--- src/rtl/pcm_pkg.sv ---
// Shared constants for the PCM frame controller.
package pcm_pkg;

    localparam int unsigned SAMPLE_W            = 18;
    localparam int unsigned SLOT_BITS           = 32;
    localparam int unsigned FRAME_BITS          = 64;
    localparam int unsigned CAPTURE_IDX_DEFAULT = 19;

    localparam int unsigned CNT_W  = $clog2(FRAME_BITS);
    localparam int unsigned SLOT_W = $clog2(SLOT_BITS);

endpackage

--- src/rtl/pcm_fifo.sv ---
// Synchronous sample FIFO. Head entry comes straight from storage, so the read
// side never depends combinationally on the pop request. Full and empty are
// derived from the occupancy count; the pointers simply wrap.
module pcm_fifo #(
    parameter int unsigned WIDTH = 19,
    parameter int unsigned DEPTH = 4,
    localparam int unsigned PTR_W = $clog2(DEPTH),
    localparam int unsigned LVL_W = $clog2(DEPTH) + 1
) (
    input  logic             clk,
    input  logic             reset,
    input  logic             push,
    input  logic [WIDTH-1:0] wdata,
    input  logic             pop,
    output logic [WIDTH-1:0] rdata,
    output logic             full,
    output logic             empty,
    output logic [LVL_W-1:0] level
);

    logic [WIDTH-1:0] mem_q [DEPTH];
    logic [PTR_W-1:0] wr_q;
    logic [PTR_W-1:0] rd_q;
    logic [LVL_W-1:0] level_q;
    logic             do_push;
    logic             do_pop;

    assign full  = (level_q == LVL_W'(DEPTH));
    assign empty = (level_q == '0);
    assign level = level_q;
    assign rdata = mem_q[rd_q];

    // A pop on an empty FIFO is ignored; a push into a full FIFO only lands
    // when a pop frees the head slot on the same edge.
    always_comb begin
        do_pop  = pop && !empty;
        do_push = push && (!full || do_pop);
    end

    // Storage, pointers and occupancy.
    always_ff @(posedge clk) begin
        if (reset) begin
            wr_q    <= '0;
            rd_q    <= '0;
            level_q <= '0;
            for (int i = 0; i < int'(DEPTH); i++) begin
                mem_q[i] <= '0;
            end
        end else begin
            if (do_push) begin
                mem_q[wr_q] <= wdata;
                wr_q        <= wr_q + PTR_W'(1);
            end
            if (do_pop) begin
                rd_q <= rd_q + PTR_W'(1);
            end
            if (do_push && !do_pop) begin
                level_q <= level_q + LVL_W'(1);
            end else if (!do_push && do_pop) begin
                level_q <= level_q - LVL_W'(1);
            end
        end
    end

endmodule

--- src/rtl/pcm_frame_ctrl.sv ---
// PCM microphone frame controller: 64-bclk frame counter, word select, sample
// capture from the upstream deserializer, and a buffered sample output.
// Build option: define PCM_STEREO_EN to capture both slots; otherwise only the
// left slot is captured and sample_ch is tied low.
module pcm_frame_ctrl
    import pcm_pkg::*;
#(
    parameter int unsigned CAPTURE_IDX = CAPTURE_IDX_DEFAULT,
    parameter int unsigned FIFO_DEPTH  = 4
) (
    input  logic                         bclk,
    input  logic                         reset,
    input  logic                         en,
    input  logic [SAMPLE_W-1:0]          data,
    output logic                         ws,
    output logic [SAMPLE_W-1:0]          sample,
    output logic                         sample_ch,
    output logic                         sample_valid,
    input  logic                         sample_ready,
    output logic                         overflow,
    input  logic                         ovf_clr,
    output logic [$clog2(FIFO_DEPTH):0]  level
);

`ifdef PCM_STEREO_EN
    localparam int unsigned ENTRY_W = SAMPLE_W + 1;
`else
    localparam int unsigned ENTRY_W = SAMPLE_W;
`endif

    logic [CNT_W-1:0]   cnt_q;
    logic [CNT_W-1:0]   cnt_d;
    logic               ws_q;
    logic               ovf_q;
    logic               capture;
    logic               drop;
    logic [ENTRY_W-1:0] push_entry;
    logic [ENTRY_W-1:0] head_entry;
    logic               fifo_full;
    logic               fifo_empty;

    // Next count and capture decode; disabling parks the counter at the
    // start of a fresh frame.
    always_comb begin
        cnt_d   = en ? cnt_q + CNT_W'(1) : '0;
        capture = en && (cnt_q[SLOT_W-1:0] == SLOT_W'(CAPTURE_IDX));
`ifndef PCM_STEREO_EN
        capture = capture && !cnt_q[CNT_W-1];
`endif
    end

    // Frame counter and word select; ws tracks the MSB of the count it is
    // registered alongside, so it stays aligned to cnt without extra delay.
    always_ff @(posedge bclk) begin
        if (reset) begin
            cnt_q <= '0;
            ws_q  <= 1'b0;
        end else begin
            cnt_q <= cnt_d;
            ws_q  <= cnt_d[CNT_W-1];
        end
    end

    // A full FIFO always has a head, so a ready consumer frees a slot.
    assign drop = capture && fifo_full && !sample_ready;

    // Sticky overflow; a drop on the same edge as a clear keeps it set.
    always_ff @(posedge bclk) begin
        if (reset) begin
            ovf_q <= 1'b0;
        end else if (drop) begin
            ovf_q <= 1'b1;
        end else if (ovf_clr) begin
            ovf_q <= 1'b0;
        end
    end

`ifdef PCM_STEREO_EN
    assign push_entry = {cnt_q[CNT_W-1], data};
    assign sample     = head_entry[SAMPLE_W-1:0];
    assign sample_ch  = head_entry[SAMPLE_W];
`else
    assign push_entry = data;
    assign sample     = head_entry;
    assign sample_ch  = 1'b0;
`endif

    pcm_fifo #(
        .WIDTH (ENTRY_W),
        .DEPTH (FIFO_DEPTH)
    ) u_fifo (
        .clk   (bclk),
        .reset (reset),
        .push  (capture),
        .wdata (push_entry),
        .pop   (sample_ready),
        .rdata (head_entry),
        .full  (fifo_full),
        .empty (fifo_empty),
        .level (level)
    );

    assign ws           = ws_q;
    assign sample_valid = !fifo_empty;
    assign overflow     = ovf_q;

endmodule

--- config.mk ---
export PLATFORM = sky130hd
export DESIGN_NAME = pcm_frame_ctrl
export DESIGN_NICKNAME = d
export VERILOG_FILES = /design/src/rtl/pcm_pkg.sv /design/src/rtl/pcm_fifo.sv /design/src/rtl/pcm_frame_ctrl.sv
export SDC_FILE = /design/constraint.sdc
export NUM_CORES = 1
export LEC_CHECK = 0
export ABC_AREA = 0
export BUFFER_PORTS_ARGS = -buffer_cell sky130_fd_sc_hd__buf_2
export CORE_UTILIZATION = 40
export DETAILED_ROUTE_END_ITERATION = 12
export GPL_ROUTABILITY_DRIVEN = 1
export PLACE_DENSITY = 0.56
export SYNTH_ARGS = -nofsm -noshare
export SYNTH_HDL_FRONTEND = slang
export SYNTH_HIERARCHICAL = 1
export SYNTH_SLANG_ARGS = --single-unit
--- constraint.sdc ---
create_clock -name bclk -period 5.75 [get_ports bclk]
set_input_delay 0.575 -clock bclk [delete_from_list [all_inputs] [get_ports bclk]]
set_output_delay 0.575 -clock bclk [all_outputs]
set_load 0.1 [all_outputs]
### Word-level counts from Yosys, hierarchy flattened

Memories as Yosys holds them, arrays and structs flattened. A register that Yosys moved wholly into a read port is not among the register bits.
Cells that the tools add are included.

* bits in registers: 14
* bits in writable memories: 72
* bits of input ports: 23
* output and inout port bits: 25
* word-level logic and storage cells: 49
* memories: 1

Memory list
* u_fifo.mem_q: depth 4, bits a word 18, rd ports 1, clocked after Yosys merged registers in 1, write ports 4, line pcm_fifo.sv:21 `logic [WIDTH-1:0] mem_q [DEPTH];`

* add/sub/neg operators: 5
* eq/ne operators: 2
* multiplexer cells: 14
* bitwise logic cells: 1
* reductions and logical operators: 20

Operators with widths (count)
* $mux 18: 1
* $reduce_or 18->1: 1
* $logic_and 1x1->1: 8
* $mux 1: 8
* $add 6x1->6 const B: 1
* $logic_not 1->1: 6
* $mux 2: 3
* $mux 3: 2
* $eq 5x5->1 const B: 1
* $add 2x1->2 const B: 2
* $reduce_bool 2->1: 2
* $add 3x1->3 const B: 1
* $eq 3x3->1 const B: 1
* $logic_not 3->1: 1
* $sub 3x1->3 const B: 1
* $reduce_or 2->1: 1
* $logic_or 1x1->1: 1
* $not 1->1: 1

### Depth between registers and ports, before layout

Gate-level depths: netlist of run 1.

* depth in word-level cells: 10
* gate-level depth with buffers: 11
* depth with buffers taken out: 11

### Cells and area by module

The synthesis of run 1 kept the hierarchy.

By module, submodules not included
* pcm_fifo: instances 1, cells each 220, area each 3594.7 µm², sequential area each 2342.2 µm²
* pcm_frame_ctrl: instances 1, cells each 34, area each 301.5 µm², sequential area each 140.1 µm²

### Least setup slack after synthesis of run 1

No wires, ideal clock.

* path type: reg-to-reg
* from: reg u_fifo.level_q[0] (netlist: u_fifo/level[0])
* to: mem u_fifo/mem_q[2][0] (netlist bit), enable pin
* library setup time: 0.418 ns
* arrival: 2.954 ns
* data required time: 5.332 ns
* slack: 2.378 ns
* cell stages (with the launch flop): 4
* buffers on the path: 0
* clock period less this slack: 3.372 ns
* path through: dfxtp_1 > nor4b_4 > nand2b_1 > o21ai_0

RTL lines
* from (decl): line pcm_fifo.sv:24 `logic [LVL_W-1:0] level_q;`
* from (signal assigned): line pcm_fifo.sv:58 `level_q <= level_q + LVL_W'(1);`
* from (signal assigned): line pcm_fifo.sv:60 `level_q <= level_q - LVL_W'(1);`
* to (decl): line pcm_fifo.sv:21

==> out/metrics.csv, run 1 <==
stage,metric,value,unit
sta,Final Hold Viols,0,
worst_setup_path,critical path data required time,5.76,ns
worst_setup_path,Buf/Inv on CP,0,
pwr,power consumption,1.59,mW
detailed_routing,DR vias,2085,
hold_path,hold endpoint,cnt_q[0]$_SDFF_PP0_,
die,die height,101,um
worst_setup_path,slowest CP cell,nor4bb_4,
detailed_routing,Detailed Routing Iterations Pass 1,4,
placement,hpwl dp,4.58,mm
synthesis,Ys Warns,6,
clock_network,post-CTS setup buffers,0,
hold_path,hold depth,1,
synthesis,Avg Synthesized Cell Area,15.3,um^2
detailed_routing,DR DRC count,0,
clock_network,clock transition at the registers of the reported paths,0.08,ns
die,site row count,35,
worst_setup_path,path depth of the worst reg2reg path,5,
worst_setup_path,peak fanout along the critical path,19,
sta,final setup fails,0,
sta,Pins Over Slew Limit,0,
sta,Worst Slack Setup Final,2.89,ns
pwr,"IR drop worst, VDD",0.000306,V
grt,initial antenna violation count,0,
worst_setup_path,Crit. End Element,register,
grt,global-route wire length before repair,11.8,mm
finish,fin cells,437,
detailed_routing,ANT nets after route,0,
die,Die Wd,101,um
die,Initial Util,41.8,%
worst_setup_path,Worst Setup SP,cnt_q[0]$_SDFF_PP0_,
grt,vias in the first global route,2235,
sta,final period utilization,49.7,%
clock_network,H-tree depth,3,
detailed_routing,WL/cell,16.6,um
hold_path,worst hold path class,register to register,
clock_network,post_cts resized,0,
synthesis,Main synth FF type,edfxtp_1,
placement,Placed Cells,421,
worst_setup_path,worst setup path category,register to register,
sta,time the worst path needs with I/O delays and setup,2.86,ns
status,status,"finished, final reports clean",
synthesis,"Cell Area, Synth",3900,um^2
grt,GRT Util Overall,16.1,%
finish,antenna diode count,0,
die,Die Footprint,10100,um^2
finish,nets,329,
detailed_routing,DR vias/cell,4.77,
sta,clk_skew,0.00799,ns
detailed_routing,DRT Wirelength,7.24,mm
finish,layout cells sized above 1,29.9,%
detailed_routing,DRT iter0 DRCs,45,
worst_setup_path,RR Startpoint,cnt_q[0]$_SDFF_PP0_,
synthesis,Netlist cell types,40,
worst_setup_path,CP Cell Sequence,"ha_1, nand3_1, nor3b_1, nor4bb_4, or2_2",
pwr,total leakage power,1.68,nW
worst_setup_path,"slowest stage delay, CP",0.78,ns
worst_setup_path,Crit path max-delay family,simple AND/OR/NAND/NOR gates,
finish,"commonest non-fill, non-tap cells in the layout","72 x and2_1, 72 x edfxtp_1, 46 x buf_2, 18 x mux4_2, 16 x dfxtp_1",
synthesis,Post-Syn Instances,254,
sta,unrepaired setup endpoints after global routing,false,
grt,grt total ovfl,0,
synthesis,Mapped Nets,280,
placement,gpl congestion,0.724,
die,core area,9330,um^2
synthesis,async set-or-reset flop fraction in the synthesized netlist,0,%
clock_network,CTS Buf Count,9,
clock_network,Post-CTS Hold Buffers,0,
clock_network,clk buf depth,2,
sta,Setup TNS Final,0,ns
synthesis,"EDFF count, synth",72,
clock_network,CTS Sinks,88,
grt,largest net degree at the start of global routing,20,
clock_network,clk_lat worst skew,0.35,ns
placement,Post-Place Worst Slack,2.86,ns
sta,fmax,350,MHz
sta,Slew headroom,31.4,%
placement,PortBufs,46,
worst_setup_path,Worst Setup Start Kind,register,
synthesis,register area share after synthesis,63.7,%
finish,Filler Cell Count,829,
finish,area delta synth->final,13.7,%
clock_network,clk root buf,clkbuf_8,
flow_run,# Max-Cap Violations,0,
worst_setup_path,register-to-register setup slack,2.89,ns
clock_network,CTS tree,built,
die,count of boundary I/O pins,48,
sta,Slew @ Worst Pin,1.02,ns
pwr,power per cell area,358,nW/um^2
worst_setup_path,data arrival time of the critical path,2.86,ns
worst_setup_path,RR Endpoint,u_fifo/mem_q[0][9]$_SDFFCE_PN0P_,
synthesis,register bit count reported by yosys,88,
hold_path,worst hold start,cnt_q[0]$_SDFF_PP0_,
[state kept, by name, summed over array words and instances (netlist names), named ones only]
name          count
u_fifo/mem_q     72
cnt_q             6
u_fifo/level      3
u_fifo/rd_q       2
u_fifo/wr_q       2
overflow          1
[cell type report]
type | instances | area [um^2] | share of cell area [%]
flip-flops and latches | 88 | 2480 | 56.0
multi-input cells | 151 | 1350 | 30.5
repair buffers | 48 | 245 | 5.54
well taps | 129 | 161 | 3.64
clock buffers | 9 | 124 | 2.80
clock inverters | 7 | 46.3 | 1.04
inverters | 5 | 18.8 | 0.424
[per-stage QoR]
stage               utilization, %  hold WS (ns)  instance area (um^2)
detailed placement            45.7         0.457                  4260
floorplan                        -         0.429                  3900
global route                  47.5         0.488                  4430
global placement              45.7         0.445                  4260
CTS                           47.5         0.463                  4430
finish                        47.5         0.469                  4430
[worst max-delay path by stage]
stage | end | slack, ns | cells after the start
finish | u_fifo/mem_q[0][9]$_SDFFCE_PN0P_ | 2.89 | 5
global route | u_fifo/mem_q[0][3]$_SDFFCE_PN0P_ | 2.56 | 5
CTS | u_fifo/mem_q[0][9]$_SDFFCE_PN0P_ | 2.84 | 5
detailed placement | u_fifo/mem_q[0][13]$_SDFFCE_PN0P_ | 2.86 | 5
global placement | u_fifo/mem_q[0][11]$_SDFFCE_PN0P_ | 2.95 | 4
floorplan | u_fifo/mem_q[2][0]$_SDFFCE_PN0P_ | 2.38 | 3
[layer usage]
layer	vias up	global-route usage, %	routed length, um
met5	-	0	0
met4	0	7.36	110
met3	9	3.33	227
met2	33	25.8	3580
met1	1020	21.0	3320
li1	1023	-	-
[report_power, final]
group / total (mW) / leakage (nW) / internal (mW) / switching, mW
Sequential: 0.749 / 0.873 / 0.717 / 0.0326
Clock: 0.382 / 0.0935 / 0.158 / 0.224
Combinational: 0.456 / 0.709 / 0.101 / 0.355
[Yosys cell counts, types with 2 or more instances]
master    instances  area (um^2)
ha_1              2         25.0
nor2_1           12         45.0
and2_1           72          450
nand2_1           4         15.0
buf_6             2         22.5
inv_1             5         18.8
xor2_1            6         52.6
or3_1             2         12.5
nand3_1           2         10.0
nor3b_1           2         15.0
buf_2             3         15.0
mux4_2           18          405
o21ai_0           3         15.0
edfxtp_1         72         2160
nor4b_4           2         47.6
a21oi_1           3         15.0
clkbuf_1          3         11.3
nand2b_1          3         18.8
o31ai_1           2         15.0
dfxtp_1          16          320
[cell families after synthesis]
group	count (synthesis)	synth area share (%)
simple gates	109	18.7
mux	20	11.0
buf+inv	15	2.02
flops	88	63.7
compound gates	11	1.77
other cells	1	0.0962
fa+ha+maj	3	1.16
xor+xnor	7	1.57
Power figures use the tool's default switching activity.
==> run 2: changes to the inputs <==
- clock period: 5.75 -> 3 ns (I/O delays scaled with it)
==> out/metrics.csv, run 2 (synthesis gave the netlist of run 1 again) <==
stage,metric,value,unit
status,status,"finished, final reports clean",
clock_network,clk_lat worst skew,0.35,ns
clock_network,post_cts resized,0,
sta,Slew @ Worst Pin,0.853,ns
worst_setup_path,worst setup path category,register to register,
clock_network,CTS Buf Count,9,
detailed_routing,WL/cell,16.4,um
placement,hpwl dp,4.59,mm
worst_setup_path,Most Frequent Cell on Critical Path,inv_1,
worst_setup_path,critical path data required time,3.28,ns
sta,fmax,383,MHz
placement,PortBufs,46,
pwr,power consumption,3.20,mW
sta,unrepaired setup endpoints after global routing,false,
clock_network,clk root buf,clkbuf_8,
clock_network,CTS tree,built,
detailed_routing,DR vias,2113,
grt,GRT Util Overall,15.8,%
detailed_routing,ANT nets after route,0,
finish,"commonest non-fill, non-tap cells in the layout","72 x and2_1, 72 x edfxtp_1, 46 x buf_2, 18 x mux4_2, 16 x dfxtp_1",
clock_network,post-CTS setup buffers,0,
placement,gpl congestion,0.703,
sta,time the worst path needs with I/O delays and setup,2.61,ns
die,site row count,35,
finish,max reg flops,72,
detailed_routing,Detailed Routing Iterations Pass 1,4,
die,count of boundary I/O pins,48,
clock_network,Post-CTS Hold Buffers,0,
sta,Setup TNS Final,0,ns
finish,fin util,48.9,%
grt,initial antenna violation count,0,
hold_path,worst hold path class,input port to register,
clock_network,clk buf depth,2,
die,Die Footprint,10100,um^2
detailed_routing,DR vias/cell,4.75,
detailed_routing,DR DRC count,0,
finish,area delta synth->final,17.0,%
grt,vias in the first global route,2135,
pwr,power per cell area,702,nW/um^2
detailed_routing,DRT iter0 DRCs,69,
clock_network,CTS Sinks,88,
worst_setup_path,Crit. End Element,register,
die,Initial Util,41.8,%
die,core area,9330,um^2
pwr,"IR drop worst, VDD",0.000652,V
worst_setup_path,Worst Setup Start Kind,register,
worst_setup_path,CP Cell Sequence,"nor4b_4, nand2b_1, inv_1, ha_1, inv_1, fa_1, xor2_1, or3_1, a21oi_1",
grt,global-route wire length before repair,11.5,mm
clock_network,H-tree depth,3,
sta,Pins Over Slew Limit,0,
sta,Final Hold Viols,0,
clock_network,clock transition at the registers of the reported paths,0.08,ns
die,die height,101,um
worst_setup_path,slowest CP cell,nor4b_4,
sta,final period utilization,87.0,%
sta,final setup fails,0,
finish,antenna diode count,0,
detailed_routing,DRT Wirelength,7.32,mm
worst_setup_path,peak fanout along the critical path,8,
grt,largest net degree at the start of global routing,19,
worst_setup_path,"slowest stage delay, CP",0.82,ns
worst_setup_path,data arrival time of the critical path,2.89,ns
worst_setup_path,path depth of the worst reg2reg path,9,
flow_run,# Max-Cap Violations,0,
grt,grt total ovfl,0,
sta,Slew headroom,42.9,%
sta,clk_skew,0.00752,ns
finish,Reg with most FFs,u_fifo/mem_q,
die,Die Wd,101,um
pwr,total leakage power,1.73,nW
hold_path,hold depth,3,
finish,layout cells sized above 1,31.0,%
finish,nets,337,
run 2: final cells by class:
type,instances,area [um^2]
Sequential cell,88,2480
Inverter,5,18.8
Timing Repair Buffer,56,330
Fill cell,836,4770
Clock inverter,6,83.8
Tap cell,129,161
Multi-Input combinational cell,151,1350
Clock buffer,10,128
run 2: power by group:
group | switching [mW] | internal (mW) | total [mW]
clock | 0.410 | 0.465 | 0.875
combinational | 0.689 | 0.205 | 0.894
sequential | 0.0561 | 1.37 | 1.43
total | 1.15 | 2.04 | 3.20
run 2: path summary, 6_finish.rpt:
check	end	slack, ns	start
setup reg to reg	u_fifo/level[2]$_SDFFE_PP0P_	0.39	u_fifo/level[0]$_SDFFE_PP0P_
hold reg to reg	cnt_q[0]$_SDFF_PP0_	0.47	cnt_q[0]$_SDFF_PP0_
hold / removal	overflow$_SDFFE_PP0P_	0.20	ovf_clr
setup / recovery	u_fifo/level[2]$_SDFFE_PP0P_	0.39	u_fifo/level[0]$_SDFFE_PP0P_
run 2: layer usage:
layer | global-route usage (%) | up-vias | part of all wire [%]
li1 | - | 1040 | -
met1 | 20.1 | 1024 | 45
met2 | 26.4 | 38 | 50
met3 | 3.40 | 11 | 3.3
met4 | 6.69 | 0 | 1.7
met5 | 0 | - | 0
run 2: metrics by stage:
step | setup slack [ns] | cell area, um^2 | hold slack, ns | instances
6_report | 0.389 | 4560 | 0.204 | 445
5_1_grt | 0.235 | 4560 | 0.189 | 445
4_1_cts | 0.376 | 4560 | 0.182 | 445
3_5_place_dp | 0.413 | 4350 | 0.451 | 429
3_3_place_gp | 0.486 | 4350 | 0.442 | 429
2_1_floorplan | 0.0211 | 3900 | 0.369 | 254
run 2: critical path: cells and delay by family (launching register included):
| family | cells | cell delay, ns |
|---|---|---|
| compound gates | 1 | 0.15 |
| buf+inv | 2 | 0.13 |
| flops | 1 | 0.42 |
| fa+ha+maj | 2 | 0.38 |
| xor+xnor | 1 | 0.07 |
| simple gates | 3 | 1.39 |
